===== config.mk =====
export PLATFORM = sky130hd
export DESIGN_NAME = fp_addsub_pipe
export DESIGN_NICKNAME = d
export VERILOG_FILES = /design/src/rtl/fp_addsub_pipe.sv
export SDC_FILE = /design/constraint.sdc
export NUM_CORES = 1
export LEC_CHECK = 0
export ABC_AREA = 1
export CORE_UTILIZATION = 50
export CTS_BUF_LIST = sky130_fd_sc_hd__clkbuf_8
export DETAILED_ROUTE_END_ITERATION = 6
export MAX_ROUTING_LAYER = met4
export PLACE_DENSITY_LB_ADDON = 0.15
export SLEW_MARGIN = 0
export SYNTH_ARGS = -nofsm -noshare
export SYNTH_HDL_FRONTEND = slang
export SYNTH_SLANG_ARGS = --single-unit

===== constraint.sdc =====
create_clock -name i_clk -period 11.25 [get_ports i_clk]
set_input_delay 1.6875 -clock i_clk [delete_from_list [all_inputs] [get_ports i_clk]]
set_output_delay 1.6875 -clock i_clk [all_outputs]
set_load 0.03 [all_outputs]

===== src/rtl/fp_addsub_pipe.sv =====
// fp_addsub_pipe: three-stage pipelined floating-point add/subtract.
//   Operands are {sign, exp, frac}. Subnormal inputs are flushed to zero.
//   Rounding is round-to-nearest, ties-to-even.
//   A subnormal result is flushed to signed zero and raises underflow.
//   S1 unpacks the operands, orders them by magnitude and aligns the smaller one.
//   S2 adds or subtracts the magnitudes.
//   S3 normalises, rounds, applies special cases and packs the result.
//   All three stages advance together, so bubbles are not collapsed.
// Ports:
//   i_clk, i_rst      clock, synchronous active-high reset
//   i_valid, o_ready  operand handshake (i_op: 0 add, 1 subtract)
//   data_1, data_2    operands A and B
//   o_valid, i_ready  result handshake
//   o_data, o_flags   result and {invalid, overflow, underflow, inexact}
module fp_addsub_pipe #(
   parameter int EXP_W = 5,
   parameter int MAN_W = 10,
   localparam int W = 1 + EXP_W + MAN_W
) (
   input  logic         i_clk,
   input  logic         i_rst,
   input  logic         i_valid,
   output logic         o_ready,
   input  logic         i_op,
   input  logic [W-1:0] data_1,
   input  logic [W-1:0] data_2,
   output logic         o_valid,
   input  logic         i_ready,
   output logic [W-1:0] o_data,
   output logic [3:0]   o_flags
);
   // Extended mantissa is {hidden, frac, guard, round, sticky}.
   localparam int MX     = MAN_W + 4;
   localparam int SH_MAX = MAN_W + 3;
   localparam int LZ_W   = $clog2(MX + 1);
   localparam logic signed [EXP_W+1:0] EMAX = (EXP_W+2)'((1 << EXP_W) - 1);
   localparam logic [W-1:0] QNAN = {1'b0, {EXP_W{1'b1}}, 1'b1, {(MAN_W-1){1'b0}}};

   typedef struct packed {
      logic nan;   // result is the canonical NaN
      logic inf;   // result is an infinity
      logic inv;   // inf - inf
      logic sgn;   // sign of the infinity
      logic zsgn;  // sign of an exact zero result
   } spc_t;

   // Priority encoder: number of leading zeros (MX when v is all zero).
   function automatic logic [LZ_W-1:0] lzc(input logic [MX-1:0] v);
      logic [LZ_W-1:0] n;
      n = LZ_W'(MX);
      for (int i = 0; i < MX; i++)
         if (v[i]) n = LZ_W'(MX - 1 - i);
      return n;
   endfunction

   logic en;
   logic [3:1] vld_q, vld_d;
   assign en      = ~vld_q[3] | i_ready;
   assign o_ready = en;
   assign o_valid = vld_q[3];
   assign vld_d   = {vld_q[2:1], i_valid};

   // ---------------- S1: unpack / order / align ----------------
   logic             sa, sb, a_zero, b_zero, a_inf, b_inf, a_nan, b_nan, swap;
   logic [EXP_W-1:0] ea, eb, diff, sh;
   logic [MAN_W-1:0] fa, fb;
   logic [MAN_W:0]   mant_a, mant_b;
   logic [MAN_W+2:0] mb_in, mb_al, lost_mask;
   logic             s1_sign_d, s1_sub_d, s1_sign_q, s1_sub_q;
   logic [EXP_W-1:0] s1_exp_d, s1_exp_q;
   logic [MX-1:0]    s1_ma_d, s1_mb_d, s1_ma_q, s1_mb_q;
   spc_t             s1_spc_d, s1_spc_q;

   always_comb begin
      sa = data_1[W-1];
      ea = data_1[W-2:MAN_W];
      fa = data_1[MAN_W-1:0];
      sb = data_2[W-1] ^ i_op;
      eb = data_2[W-2:MAN_W];
      fb = data_2[MAN_W-1:0];
      a_zero = (ea == '0);
      b_zero = (eb == '0);
      a_nan  = (&ea) & (|fa);
      b_nan  = (&eb) & (|fb);
      a_inf  = (&ea) & ~(|fa);
      b_inf  = (&eb) & ~(|fb);
      mant_a = a_zero ? '0 : {1'b1, fa};
      mant_b = b_zero ? '0 : {1'b1, fb};
      // A flushed subnormal has exp=0 and a zero mantissa, so it compares as zero.
      swap   = {eb, mant_b[MAN_W-1:0]} > {ea, mant_a[MAN_W-1:0]};
      diff   = swap ? (eb - ea) : (ea - eb);
      sh     = (32'(diff) > SH_MAX) ? EXP_W'(SH_MAX) : diff;
      mb_in  = {swap ? mant_a : mant_b, 2'b00};
      mb_al  = mb_in >> sh;
      lost_mask = ~({(MAN_W+3){1'b1}} << sh);

      s1_sign_d = swap ? sb : sa;
      s1_sub_d  = sa ^ sb;
      s1_exp_d  = swap ? eb : ea;
      s1_ma_d   = {swap ? mant_b : mant_a, 3'b000};
      s1_mb_d   = {mb_al, |(mb_in & lost_mask)};

      s1_spc_d.nan  = a_nan | b_nan | (a_inf & b_inf & (sa ^ sb));
      s1_spc_d.inv  = a_inf & b_inf & (sa ^ sb);
      s1_spc_d.inf  = a_inf | b_inf;
      s1_spc_d.sgn  = a_inf ? sa : sb;
      s1_spc_d.zsgn = sa & sb;
   end

   // ---------------- S2: magnitude add / subtract ----------------
   logic             s2_sign_q;
   logic [EXP_W-1:0] s2_exp_q;
   logic [MX:0]      s2_sum_d, s2_sum_q;
   spc_t             s2_spc_q;

   // A >= B after the swap, so the difference never goes negative.
   assign s2_sum_d = s1_sub_q ? ({1'b0, s1_ma_q} - {1'b0, s1_mb_q})
                              : ({1'b0, s1_ma_q} + {1'b0, s1_mb_q});

   // ---------------- S3: normalise / round / pack ----------------
   logic [LZ_W-1:0]         lz;
   logic [MX-1:0]           nrm;
   logic signed [EXP_W+1:0] e;
   logic [MAN_W+1:0]        mr;
   logic [MAN_W-1:0]        frac;
   logic                    rnd, inx;
   logic [W-1:0]            res_d, res_q;
   logic [3:0]              flg_d, flg_q;

   always_comb begin
      lz = lzc(s2_sum_q[MX-1:0]);
      if (s2_sum_q[MX]) begin
         // Carry out: shift right one, the dropped bit joins sticky.
         nrm = {s2_sum_q[MX:2], |s2_sum_q[1:0]};
         e   = $signed({2'b00, s2_exp_q}) + 1;
      end else begin
         nrm = s2_sum_q[MX-1:0] << lz;
         e   = $signed({2'b00, s2_exp_q}) - $signed((EXP_W+2)'(lz));
      end
      rnd = nrm[2] & (nrm[1] | nrm[0] | nrm[3]);
      inx = |nrm[2:0];
      mr  = {1'b0, nrm[MX-1:3]} + (MAN_W+2)'(rnd);
      if (mr[MAN_W+1]) begin
         frac = mr[MAN_W:1];
         e    = e + 1;
      end else begin
         frac = mr[MAN_W-1:0];
      end

      res_d = {s2_sign_q, e[EXP_W-1:0], frac};
      flg_d = {3'b000, inx};
      if (s2_spc_q.nan) begin
         res_d = QNAN;
         flg_d = {s2_spc_q.inv, 3'b000};
      end else if (s2_spc_q.inf) begin
         res_d = {s2_spc_q.sgn, {EXP_W{1'b1}}, {MAN_W{1'b0}}};
         flg_d = 4'b0000;
      end else if (s2_sum_q == '0) begin
         res_d = {s2_spc_q.zsgn, {(W-1){1'b0}}};
         flg_d = 4'b0000;
      end else if (e >= EMAX) begin
         res_d = {s2_sign_q, {EXP_W{1'b1}}, {MAN_W{1'b0}}};
         flg_d = 4'b0101;
      end else if (e <= 0) begin
         res_d = {s2_sign_q, {(W-1){1'b0}}};
         flg_d = 4'b0011;
      end
   end

   always_ff @(posedge i_clk) begin
      if (i_rst) begin
         vld_q     <= '0;
         s1_sign_q <= 1'b0;
         s1_sub_q  <= 1'b0;
         s1_exp_q  <= '0;
         s1_ma_q   <= '0;
         s1_mb_q   <= '0;
         s1_spc_q  <= '0;
         s2_sign_q <= 1'b0;
         s2_exp_q  <= '0;
         s2_sum_q  <= '0;
         s2_spc_q  <= '0;
         res_q     <= '0;
         flg_q     <= '0;
      end else if (en) begin
         vld_q     <= vld_d;
         s1_sign_q <= s1_sign_d;
         s1_sub_q  <= s1_sub_d;
         s1_exp_q  <= s1_exp_d;
         s1_ma_q   <= s1_ma_d;
         s1_mb_q   <= s1_mb_d;
         s1_spc_q  <= s1_spc_d;
         s2_sign_q <= s1_sign_q;
         s2_exp_q  <= s1_exp_q;
         s2_sum_q  <= s2_sum_d;
         s2_spc_q  <= s1_spc_q;
         res_q     <= res_d;
         flg_q     <= flg_d;
      end
   end

   assign o_data  = res_q;
   assign o_flags = flg_q;
endmodule


# == Yosys cells after proc, flatten, opt, wreduce, memory -nomap -nowiden ==
# Index checks and enable logic that the tools add are counted.
# totals
elab_cells,105
regBits,86
output_inout_bits,22
# op_classes
n_reduce_logical,10
add_sub_neg,8
mux,38
n_bitwise,21
n_shift,3
order_cmp,4
# op_table
op,count
2-to-1 mux 4 bit,14
2-to-1 mux 16 bit,3
2-to-1 mux 15 bit,3
2-to-1 mux 11 bit,4
OR reduction 10 bit,2
adder 14 x 14 -> 15 bit,1
greater-than comparator 15 bit,1
zero test 15 bit,1
2-to-1 mux 5 bit,3
subtractor 14 x 14 -> 15 bit,1
2-to-1 mux 14 bit,1
2-to-1 mux 7 bit,2
left shift 14 x 4 -> 14 bit,1
AND 13 bit,1
inverter 13 bit,1
OR reduction 13 bit,1
"left shift 13 x 5 -> 13 bit, first input constant",1
>> shifter 13 x 5 -> 13 bit,1
adder 11 x 1 -> 12 bit,1
zero test 5 bit,2
2-to-1 mux 10 bit,1
AND reduction 5 bit,2
subtractor 5 bit,2
2-to-1 mux 3 bit,3
other kinds (14),31

# == Depth between registers and ports, before layout ==
# Gate-level depths: netlist of run 1.
# logic_depth
depth_word,27
mapped_depth,34

# == Least setup slack after synthesis of run 1 ==
# Ideal clock, no wire load.
# synth_path
kind,in2reg
startpoint,input data_2[12]
endpoint,register s1_mb_q[1]
n_path_buf,1
slack_ns,6.345
required_ns,11.130
cell_stages,27
arrival_ns,4.785
setup_ns,0.120
cell_sequence,nor3_1 > nand3_1 > clkbuf_1 > nand2_1 > inv_1 > ha_1 > a21oi_1 > o21ai_1 > a21oi_1 > o21ai_1 > a21oi_1 > nor2_1 > o21ai_1 > nand2_1 > nand2_1 > inv_1 > nand2_1 > nand2_1 > inv_2 > nand3_1 > nand3_1 > clkinv_1 > or2_1 > nand3_1 > nand3_1 > a211oi_1 > nor2_1
# synth_via
elab_chain_len,7
word_cells_on_any_way,10
# synth_rtl
element,line,text
"start, declared",26,"input logic [W-1:0] data_2,"
zero test 5 bit,82,b_zero = (eb == '0);
2-to-1 mux 11 bit,88,"mant_b = b_zero ? '0 : {1'b1, fb};"
greater-than comparator 15 bit,90,"swap = {eb, mant_b[MAN_W-1:0]} > {ea, mant_a[MAN_W-1:0]};"
2-to-1 mux 5 bit,91,diff = swap ? (eb - ea) : (ea - eb);
greater-than comparator 5 x 4 -> 1 bit,92,sh = (32'(diff) > SH_MAX) ? EXP_W'(SH_MAX) : diff;
2-to-1 mux 5 bit,92,
>> shifter 13 x 5 -> 13 bit *,94,mb_al = mb_in >> sh;
"end signal, assigned",191,s1_mb_q <= s1_mb_d;
"end, declared",71,"logic [MX-1:0] s1_ma_d, s1_mb_d, s1_ma_q, s1_mb_q;"
# Every way passes the cells marked *; elsewhere a longest branch is shown, timed or not.
# A chain may end at the register's enable or synchronous reset.

# == Worst setup path in the final report of run 1 ==
# layout_path
startpoint,input data_2[11]
endpoint,register s1_mb_q[1]
# The elaborated chain is that of the path after synthesis.

==> results.cfg, run 1 <==
[floorplanning]
rows = 44
start_util_pct = 51.60
die-height_microns = 124.9
die_w_microns = 124.9
core-area_sq_um = 14640
die_area_sq_um = 15610
ios = 59

[sta]
relSlewSlack_pct = 48.91
clock_skew_ps = 14.48
timing.final.crit_period_ps = 6318
fin_crit_sh_pct = 56.16
max_freq_ghz = 0.1583
hold_viol_final = 0
worst_pin_slew_ps = 766.3
setup_slack_ps = 4932
rsz0062_at_grt = no
timing.hold.ws_ps = 461.1
setup-tns-final_ps = 0
finalSetupViolations = 0
drv_slew = 0

[power_and_ir_drop]
power_switching_w = 0.0008217
p_leak_nw = 3.992
power_density_nw_per_um2 = 197.7
clkPwrFrac_pct = 16.8
seq_power_share_pct = 23.7
irDropWorstVdd_v = 0.00008235
internal-power_w = 0.0008485
pwr-share-comb_pct = 59.6
p_total_w = 0.001670
netSwitchingFraction_pct = 49.20

[clock_tree]
cts_made_buffers = 9
cts.path.max_buffers = 2
hold_buffers = 0
clkLatencyLatePin_ps = 380
cts_tree = done
cts.sinks = 86
postCtsSetupRepairBufs = 0
cts-root-buf = clkbuf_8
cts-htree-levels = 3
cts_resized = 0
clk_pin_slew_ps = 100

[critical_path]
arrival_ps = 6600
reg2reg_to = o_data[5]
slowest_delay_ps = 480
cp_data_required_time_ps = 11530
r2r_cells = 22
timing.rr.start = s2_sum_q[0]
cp-end-kind = register
critPathSlowestCell = clkdlybuf4s50_1
path_buf_inv = 5
cp_top_family = simple AND/OR/NAND/NOR gates
worst-r2r-setup-slack_ps = 6870
crit_type = primary input to register
worst_path_most_repeated_cell = nand2_1
cp_max_fo = 23
start_kind = primary input

[routing]
dr_wl_met3_microns = 866
drt-met1-wl_mm = 10.19
dr_wl_met2_mm = 8.935
drt.antenna.violating_nets = 0
first_pass_iters = 7
top_layer = met4
drcViolationCount = 2
drt_wl_total_mm = 20.36
drt_iter0_markers = 523
route.vias.total = 7729
avgViaCountPerCell = 5.541
post_drt_wl_per_cell_microns = 14.59

[logic_synthesis]
ys_ff_latch = 86
syn_nets = 1271
async_flop_share_pct = 0
seq_area_frac_synth_pct = 22.79
synthesis.instances = 1179
netlist_area_sq_um = 7556
yosysWarnings = 0
synth_edf_count = 0
syn_avg_cell_area_sq_um = 6.409
synth_cell_types = 58
synth_flop_cell = dfxtp_1

[final_layout]
antennaDiodeCount = 0
design_area_sq_um = 8449
fillers = 1482
nNetsFinal = 1298
area_delta_synth_final_pct = 11.82
drive_gt1_share_pct = 8.092

[hold_path]
hp-class = register to register
hold_depth = 2
hold_end = s2_sign_q
min_from = s2_sign_q

[global_routing]
grt_max_degree = 81
grt_antenna_before_repair = 0
grt_overflow = 0
grt_first_pass_wirelength_mm = 34.25
grt_use_total_pct = 27.62
grt_pass1_vias = 6999

[placement]
place_area_sq_um = 8198
routabilityCongestion = 0.9597
port_buffers = 58
hpwl_mm = 15.65
pre_cts_ws_ps = 4613

[run_status]
outcome = complete, but fails checks
failed_checks = design-rule violations

[flow_run]
max_cap_viol_count = 0
per-layer routing:
metal / global-route usage, % / up-vias
li1: - / 3982
met1: 37.99 / 3508
met2: 43.03 / 208
met3: 3.081 / 31
met4: 7.317 / 0
met5: - / -
metrics by stage:
stage                     util, %  instances
after detailed placement    55.98       1379
after global routing        57.70       1395
final                       57.70       1395
after global placement      55.98       1379
after CTS                   57.70       1395
after floorplan                 -       1179
cell type report:
cell class	instances	area (sq um)	area share [%]
Multi-Input combinational cell	889	5036	59.60
Sequential cell	86	1722	20.38
Timing Repair Buffer	63	618.1	7.315
Inverter	157	591.8	7.004
Clock inverter	7	127.6	1.510
Tap cell	184	230.2	2.725
Clock buffer	9	123.9	1.466
cell families after synthesis:
| family | after synthesis | synth area share (%) |
|---|---|---|
| flops | 86 | 22.79 |
| simple gates | 551 | 33.48 |
| fa+ha+maj | 55 | 9.505 |
| xor+xnor | 27 | 3.130 |
| buf+inv | 204 | 10.66 |
| compound gates | 256 | 20.43 |
synth_stat cells, types with 12 or more instances:
| library cell | n | share of area, % |
|---|---|---|
| a21oi_1 | 76 | 5.0 |
| clkbuf_1 | 38 | 1.9 |
| dfxtp_1 | 86 | 23 |
| ha_1 | 51 | 8.4 |
| inv_1 | 139 | 6.9 |
| inv_2 | 13 | 0.65 |
| nand2_1 | 248 | 12 |
| nand2_2 | 13 | 1.1 |
| nand3_1 | 121 | 8.0 |
| nand3_2 | 12 | 1.6 |
| nand4_1 | 14 | 1.2 |
| nor2_1 | 104 | 5.2 |
| o211ai_1 | 13 | 1.3 |
| o21ai_0 | 101 | 6.7 |
| o221ai_1 | 17 | 2.0 |
| xor2_1 | 17 | 2.0 |
placed cells by master (no fill, tap or decap), types with 5 or more instances in the layout:
cell type | synthesis | routed
nand3_2 | 12 | 12
nor3_1 | 10 | 10
o31ai_1 | 6 | 6
o221ai_1 | 17 | 17
nor2_4 | 5 | 6
buf_4 | 1 | 5
clkbuf_8 | 0 | 9
inv_2 | 13 | 13
nor2_1 | 104 | 103
dfxtp_1 | 86 | 86
xnor2_1 | 10 | 10
o211ai_1 | 13 | 13
o21ai_1 | 7 | 7
o21ai_0 | 101 | 101
clkdlybuf4s50_1 | 0 | 58
a21oi_1 | 76 | 76
xor2_1 | 17 | 17
nand4_1 | 14 | 14
ha_1 | 51 | 51
nand3_1 | 121 | 121
nand2_2 | 13 | 13
nor4_1 | 6 | 6
inv_1 | 139 | 139
nand2_1 | 248 | 248
a21oi_2 | 11 | 11
sequential cells by signal, summed over array words and instances, names as in the netlist:
signal and count:
s1_sign_q 1, vld_q 3, s2_sum_q 15, s2_exp_q 5, s1_spc_q 5, o_data 16
s1_exp_q 5, s2_spc_q 5, o_flags 4, s1_sub_q 1, s1_ma_q 11, s1_mb_q 14
s2_sign_q 1
worst register-to-register path, delay by kind of cell (launching register included):
family                     cells  cell delay, ps
AOI/OAI and AO/OA              7            1560
xor gates and xnor gates       1             150
adders and majority gates      1             350
buffers and inverters          4             620
DFF                            1             360
and+or+nand+nor                9            1300
power groups by stage:
stage | clock network [W] | registers [W] | logic, W
2_1_floorplan | 0 | 0.000430 | 0.000743
3_5_place_dp | 0 | 0.000402 | 0.000981
6_report | 0.000280 | 0.000395 | 0.000995
4_1_cts | 0.000285 | 0.000395 | 0.000986
3_3_place_gp | 0 | 0.000401 | 0.000974
5_1_grt | 0.000298 | 0.000402 | 0.00112
worst max-delay path by stage:
stage	startpoint	end	slack (ps)	cells after the start
CTS	data_2[11]	s1_mb_q[1]	5030	26
global route	data_2[11]	s1_mb_q[1]	4340	26
global placement	data_2[11]	s1_mb_q[1]	4800	26
detailed placement	data_2[11]	s1_mb_q[1]	4610	26
finish	data_2[11]	s1_mb_q[1]	4930	26
floorplan	data_2[12]	s1_mb_q[1]	6340	27
Note: power is estimated with default switching activity, not from simulation.
==> run 2, diff against run 1 <==
- clock period: 11.25 -> 6.18 ns (I/O delays scaled with it)
==> run 2 against run 1 <==
The flow still finishes with violations (design-rule violations); global-route usage up 0.21 points; non-clock buffer count is 2 higher; register-to-register slack worse by 5100 ps; critical path type unchanged; critical endpoint unchanged.
==> results.cfg, run 2 (same netlist as run 1, synthesis figures left out) <==
[critical_path]
arrival_ps = 5320
cp_data_required_time_ps = 6460
reg2reg_to = o_data[4]
cp_max_fo = 12
start_kind = primary input
crit_type = primary input to register
cp-end-kind = register
r2r_cells = 22
timing.rr.start = s2_sum_q[0]
worst-r2r-setup-slack_ps = 1810

[sta]
max_freq_ghz = 0.1985
rsz0062_at_grt = no
finalSetupViolations = 0
drv_slew = 0
relSlewSlack_pct = 45.12
clock_skew_ps = 13.57
timing.hold.ws_ps = 472.8
setup-tns-final_ps = 0
setup_slack_ps = 1143
worst_pin_slew_ps = 822.3
timing.final.crit_period_ps = 5037
fin_crit_sh_pct = 81.51
hold_viol_final = 0

[clock_tree]
cts_resized = 0
clk_pin_slew_ps = 100
cts_tree = done
cts.sinks = 86
clkLatencyLatePin_ps = 390
cts_made_buffers = 9
hold_buffers = 0
cts-htree-levels = 3
postCtsSetupRepairBufs = 0
cts-root-buf = clkbuf_8
cts.path.max_buffers = 2

[global_routing]
grt_overflow = 0
grt_first_pass_wirelength_mm = 34.58
grt_pass1_vias = 7046
grt_antenna_before_repair = 0
grt_use_total_pct = 27.82
grt_max_degree = 82

[final_layout]
nNetsFinal = 1300
area_delta_synth_final_pct = 11.51
fin_util_pct = 57.54
fin_cells = 1397
final_common_cell = nand2_1
drive_gt1_share_pct = 8.244
final_cell_mix = nand2_1, inv_1, nand3_1
antennaDiodeCount = 0
largest_reg_flops = 16

[routing]
route.vias.total = 7832
post_drt_wl_per_cell_microns = 14.60
avgViaCountPerCell = 5.606
first_pass_iters = 7
drt_wl_total_mm = 20.39
drcViolationCount = 2
drt_iter0_markers = 686
drt.antenna.violating_nets = 0

[placement]
port_buffers = 58
hpwl_mm = 15.84
pre_cts_ws_ps = 792.0
dp_cells = 1381
routabilityCongestion = 0.9261

[hold_path]
hold_depth = 2
hp-class = register to register
hold_end = s2_sign_q
min_from = s2_sign_q

[power_and_ir_drop]
pwr-share-comb_pct = 60.8
internal-power_w = 0.001478
irDropWorstVdd_v = 0.0001634
power_switching_w = 0.001496
clkPwrFrac_pct = 15.0
power_density_nw_per_um2 = 352.9
p_leak_nw = 3.986
seq_power_share_pct = 24.2
netSwitchingFraction_pct = 50.31

[run_status]
outcome = complete, but fails checks
failed_checks = design-rule violations

[floorplanning]
core-area_sq_um = 14640
die_area_sq_um = 15610
rows = 44
ios = 59
die-height_microns = 124.9
die_w_microns = 124.9
start_util_pct = 51.60

[flow_run]
max_cap_viol_count = 0
## run 2: changes by cell type in the layout (fill, tap and decap cells not counted), sizes merged
cell	previous run	this run
inv	156	157
bufinv	3	1
clkbuf	9	10
buf	5	7
## run 2: worst max path at each step
stage	to	cells past startpoint	from	slack (ps)
2_1_floorplan	s1_mb_q[1]	27	data_2[12]	2040
3_3_place_gp	s1_mb_q[1]	27	data_2[11]	920
3_5_place_dp	s1_mb_q[1]	27	data_2[11]	790
4_1_cts	s1_mb_q[1]	27	data_2[11]	1200
5_1_grt	s1_mb_q[0]	29	data_2[11]	530
6_report	s1_mb_q[1]	27	data_2[12]	1140
## run 2: worst max-delay path, stage by stage
cell and delay [ps]:
clkdlybuf4s50_1 480, nor3_1 240, nand3_1 350, nand2_1 200
inv_1 70, ha_1 310, a21oi_1 130, o21ai_1 80
a21oi_1 120, o21ai_1 70, a21oi_1 130, nor2_1 50
o21ai_1 120, nand2_1 60, nand2_1 170, inv_1 120
nand2_1 70, nand2_1 80, inv_2 70, nand3_1 80
nand3_1 250, clkinv_1 310, or2_1 300, nand3_1 90
nand3_1 110, a211oi_1 250, nor2_1 70
## run 2: layer usage
layer / track usage (%) / part of all wire, % / routed length (microns)
met5: - / 0 / 0
met4: 7.676 / 1.8 / 365
met3: 3.894 / 4.4 / 890
met2: 41.97 / 43 / 8822
met1: 38.78 / 51 / 10310
## run 2: layout make-up
cell class / instances / area [sq um]
Clock buffer: 10 / 137.6
Clock inverter: 6 / 75.07
Fill cell: 1501 / 6218
Inverter: 157 / 591.8
Multi-Input combinational cell: 889 / 5036
Sequential cell: 86 / 1722
Tap cell: 184 / 230.2
Timing Repair Buffer: 65 / 633.1
## run 2: power groups by stage
stage	clock network, W	logic [W]	registers [W]
floorplan	0	0.00135	0.000783
global placement	0	0.00178	0.000731
detailed placement	0	0.00179	0.000733
CTS	0.000456	0.00179	0.000720
global route	0.000477	0.00203	0.000732
finish	0.000446	0.00181	0.000720
## run 2: through the flow
step,instance area [sq um],total power [W]
6_report,8426,0.002974
3_5_place_dp,8213,0.002518
3_3_place_gp,8213,0.002510
2_1_floorplan,7556,0.002136
5_1_grt,8426,0.003236
4_1_cts,8426,0.002966
==> run 3, diff against run 2 <==
- clock period: 6.18 -> 4.4 ns (I/O delays scaled with it)
==> run 3 against run 2 <==
The flow still finishes with violations (design-rule violations); first-iteration DRC count shrank 31%; clock skew barely moved; clock-buffer cell count down 1; non-clock buffer count increased by 53.
==> results.cfg, run 3 (same netlist as run 1, synthesis figures left out) <==
[run_status]
outcome = complete, but fails checks
failed_checks = design-rule violations

[clock_tree]
cts_tree = done
postCtsSetupRepairBufs = 0
hold_buffers = 0
cts.sinks = 86
cts.path.max_buffers = 2
cts_made_buffers = 9
clkLatencyLatePin_ps = 390
cts-htree-levels = 3
clk_pin_slew_ps = 110
cts-root-buf = clkbuf_8

[power_and_ir_drop]
p_leak_nw = 4.232
irDropWorstVdd_v = 0.0002115
power_density_nw_per_um2 = 478.5

[floorplanning]
start_util_pct = 51.60
ios = 59
die_area_sq_um = 15610
die_w_microns = 124.9
core-area_sq_um = 14640
die-height_microns = 124.9
rows = 44

[hold_path]
hp-class = register to register

[final_layout]
fin_cells = 1450
antennaDiodeCount = 0
largest_reg_flops = 16
area_delta_synth_final_pct = 16.74
regArea_sq_um = 1722
final_common_cell = nand2_1
fin_util_pct = 60.24
drive_gt1_share_pct = 12.40
multi_input_area_sq_um = 5047
final_cell_mix = nand2_1, inv_1, nand3_1
fillers = 1471
nNetsFinal = 1353

[sta]
setup-tns-final_ps = 0
relSlewSlack_pct = 49.07
fin_crit_sh_pct = 90.99
finalSetupViolations = 0
timing.final.crit_period_ps = 4004
rsz0062_at_grt = no
drv_slew = 0
max_freq_ghz = 0.2498
worst_pin_slew_ps = 764.0
setup_slack_ps = 396.3
clock_skew_ps = 13.70
hold_viol_final = 0

[critical_path]
cp_max_fo = 17
arrival_ps = 4330
start_kind = register
critPathSlowestCell = dfxtp_1
cp-end-kind = register
crit_type = register to register
worst_path_most_repeated_cell = nand2_1
slowest_delay_ps = 430
cp_data_required_time_ps = 4730

[placement]
pre_cts_ws_ps = -83.03
hpwl_mm = 15.99
dp_cells = 1434
routabilityCongestion = 0.9491
port_buffers = 58

[routing]
avgViaCountPerCell = 5.412
drt_wl_total_mm = 20.28
drt_iter0_markers = 472
post_drt_wl_per_cell_microns = 13.98
drcViolationCount = 2
route.vias.total = 7847
drt.antenna.violating_nets = 0
first_pass_iters = 7

[global_routing]
grt_use_total_pct = 27.73
grt_antenna_before_repair = 0
grt_overflow = 0
grt_pass1_vias = 7242
grt_max_degree = 81
grt_first_pass_wirelength_mm = 34.51

[flow_run]
max_cap_viol_count = 0
run 3: changes by cell type in the layout (fill, tap and decap cells not counted), moves of 2 or more:
cell | before | now
inv_2 | 13 | 15
inv_6 | 2 | 0
buf_4 | 7 | 60
clkinv_4 | 0 | 2
run 3: layout make-up:
| class | instances | area share [%] |
|---|---|---|
| multi-input cells | 889 | 57.22 |
| repair buffers | 118 | 11.69 |
| clock buffers | 9 | 1.404 |
| flip-flops and latches | 86 | 19.52 |
| well taps | 184 | 2.610 |
| inverters | 157 | 6.709 |
| clock inverters | 7 | 0.8511 |
run 3: timing repair:
| action | CTS | global route |
|---|---|---|
| endpoints found under the hold margin | 0 | 0 |
| resized for setup | 0 | 5 |
| setup endpoints to repair | 0 | 19 |
run 3: worst paths after layout:
path	startpoint	end	slack, ps	cells after the start
worst min register to register	s2_sign_q	s2_sign_q	460	2
worst max register to register	s2_sum_q[1]	o_data[4]	400	29
worst min-delay path	s2_sign_q	s2_sign_q	460	2
worst max-delay path	s2_sum_q[1]	o_data[4]	400	29
run 3: power breakdown:
group          total, W  internal, W  switching, W
combinational   0.00265     0.000975       0.00167
clock          0.000569     0.000223      0.000346
sequential      0.00100     0.000902      0.000103
total           0.00422      0.00210       0.00212
run 3: critical path, delay by kind of cell, from the launching register on:
kind            cells  cell delay (ps)
fa+ha+maj           2              630
compound gates      4              520
buf+inv             2              200
xor+xnor            2              340
simple gates       19             1830
flops               1              430
run 3: metal layers:
metal  share of wire [%]  track usage [%]  wire length, microns  vias up
met5                   0                -                     0        -
met4                 1.4            7.030                   291        0
met3                 3.8            3.081                   777       23
met2                  46            45.34                  9390      178
met1                  48            36.54                  9818     3551
li1                    -                -                     -     4095
run 3: stage by stage:
step / total power (W) / instance area (sq um) / hold slack (ps)
final: 0.004221 / 8821 / 460.9
after global routing: 0.004600 / 8821 / 495.2
after CTS: 0.004212 / 8810 / 469.0
after detailed placement: 0.003634 / 8611 / 452.3
after global placement: 0.003610 / 8611 / 445.2
after floorplan: 0.003000 / 7556 / 429.7
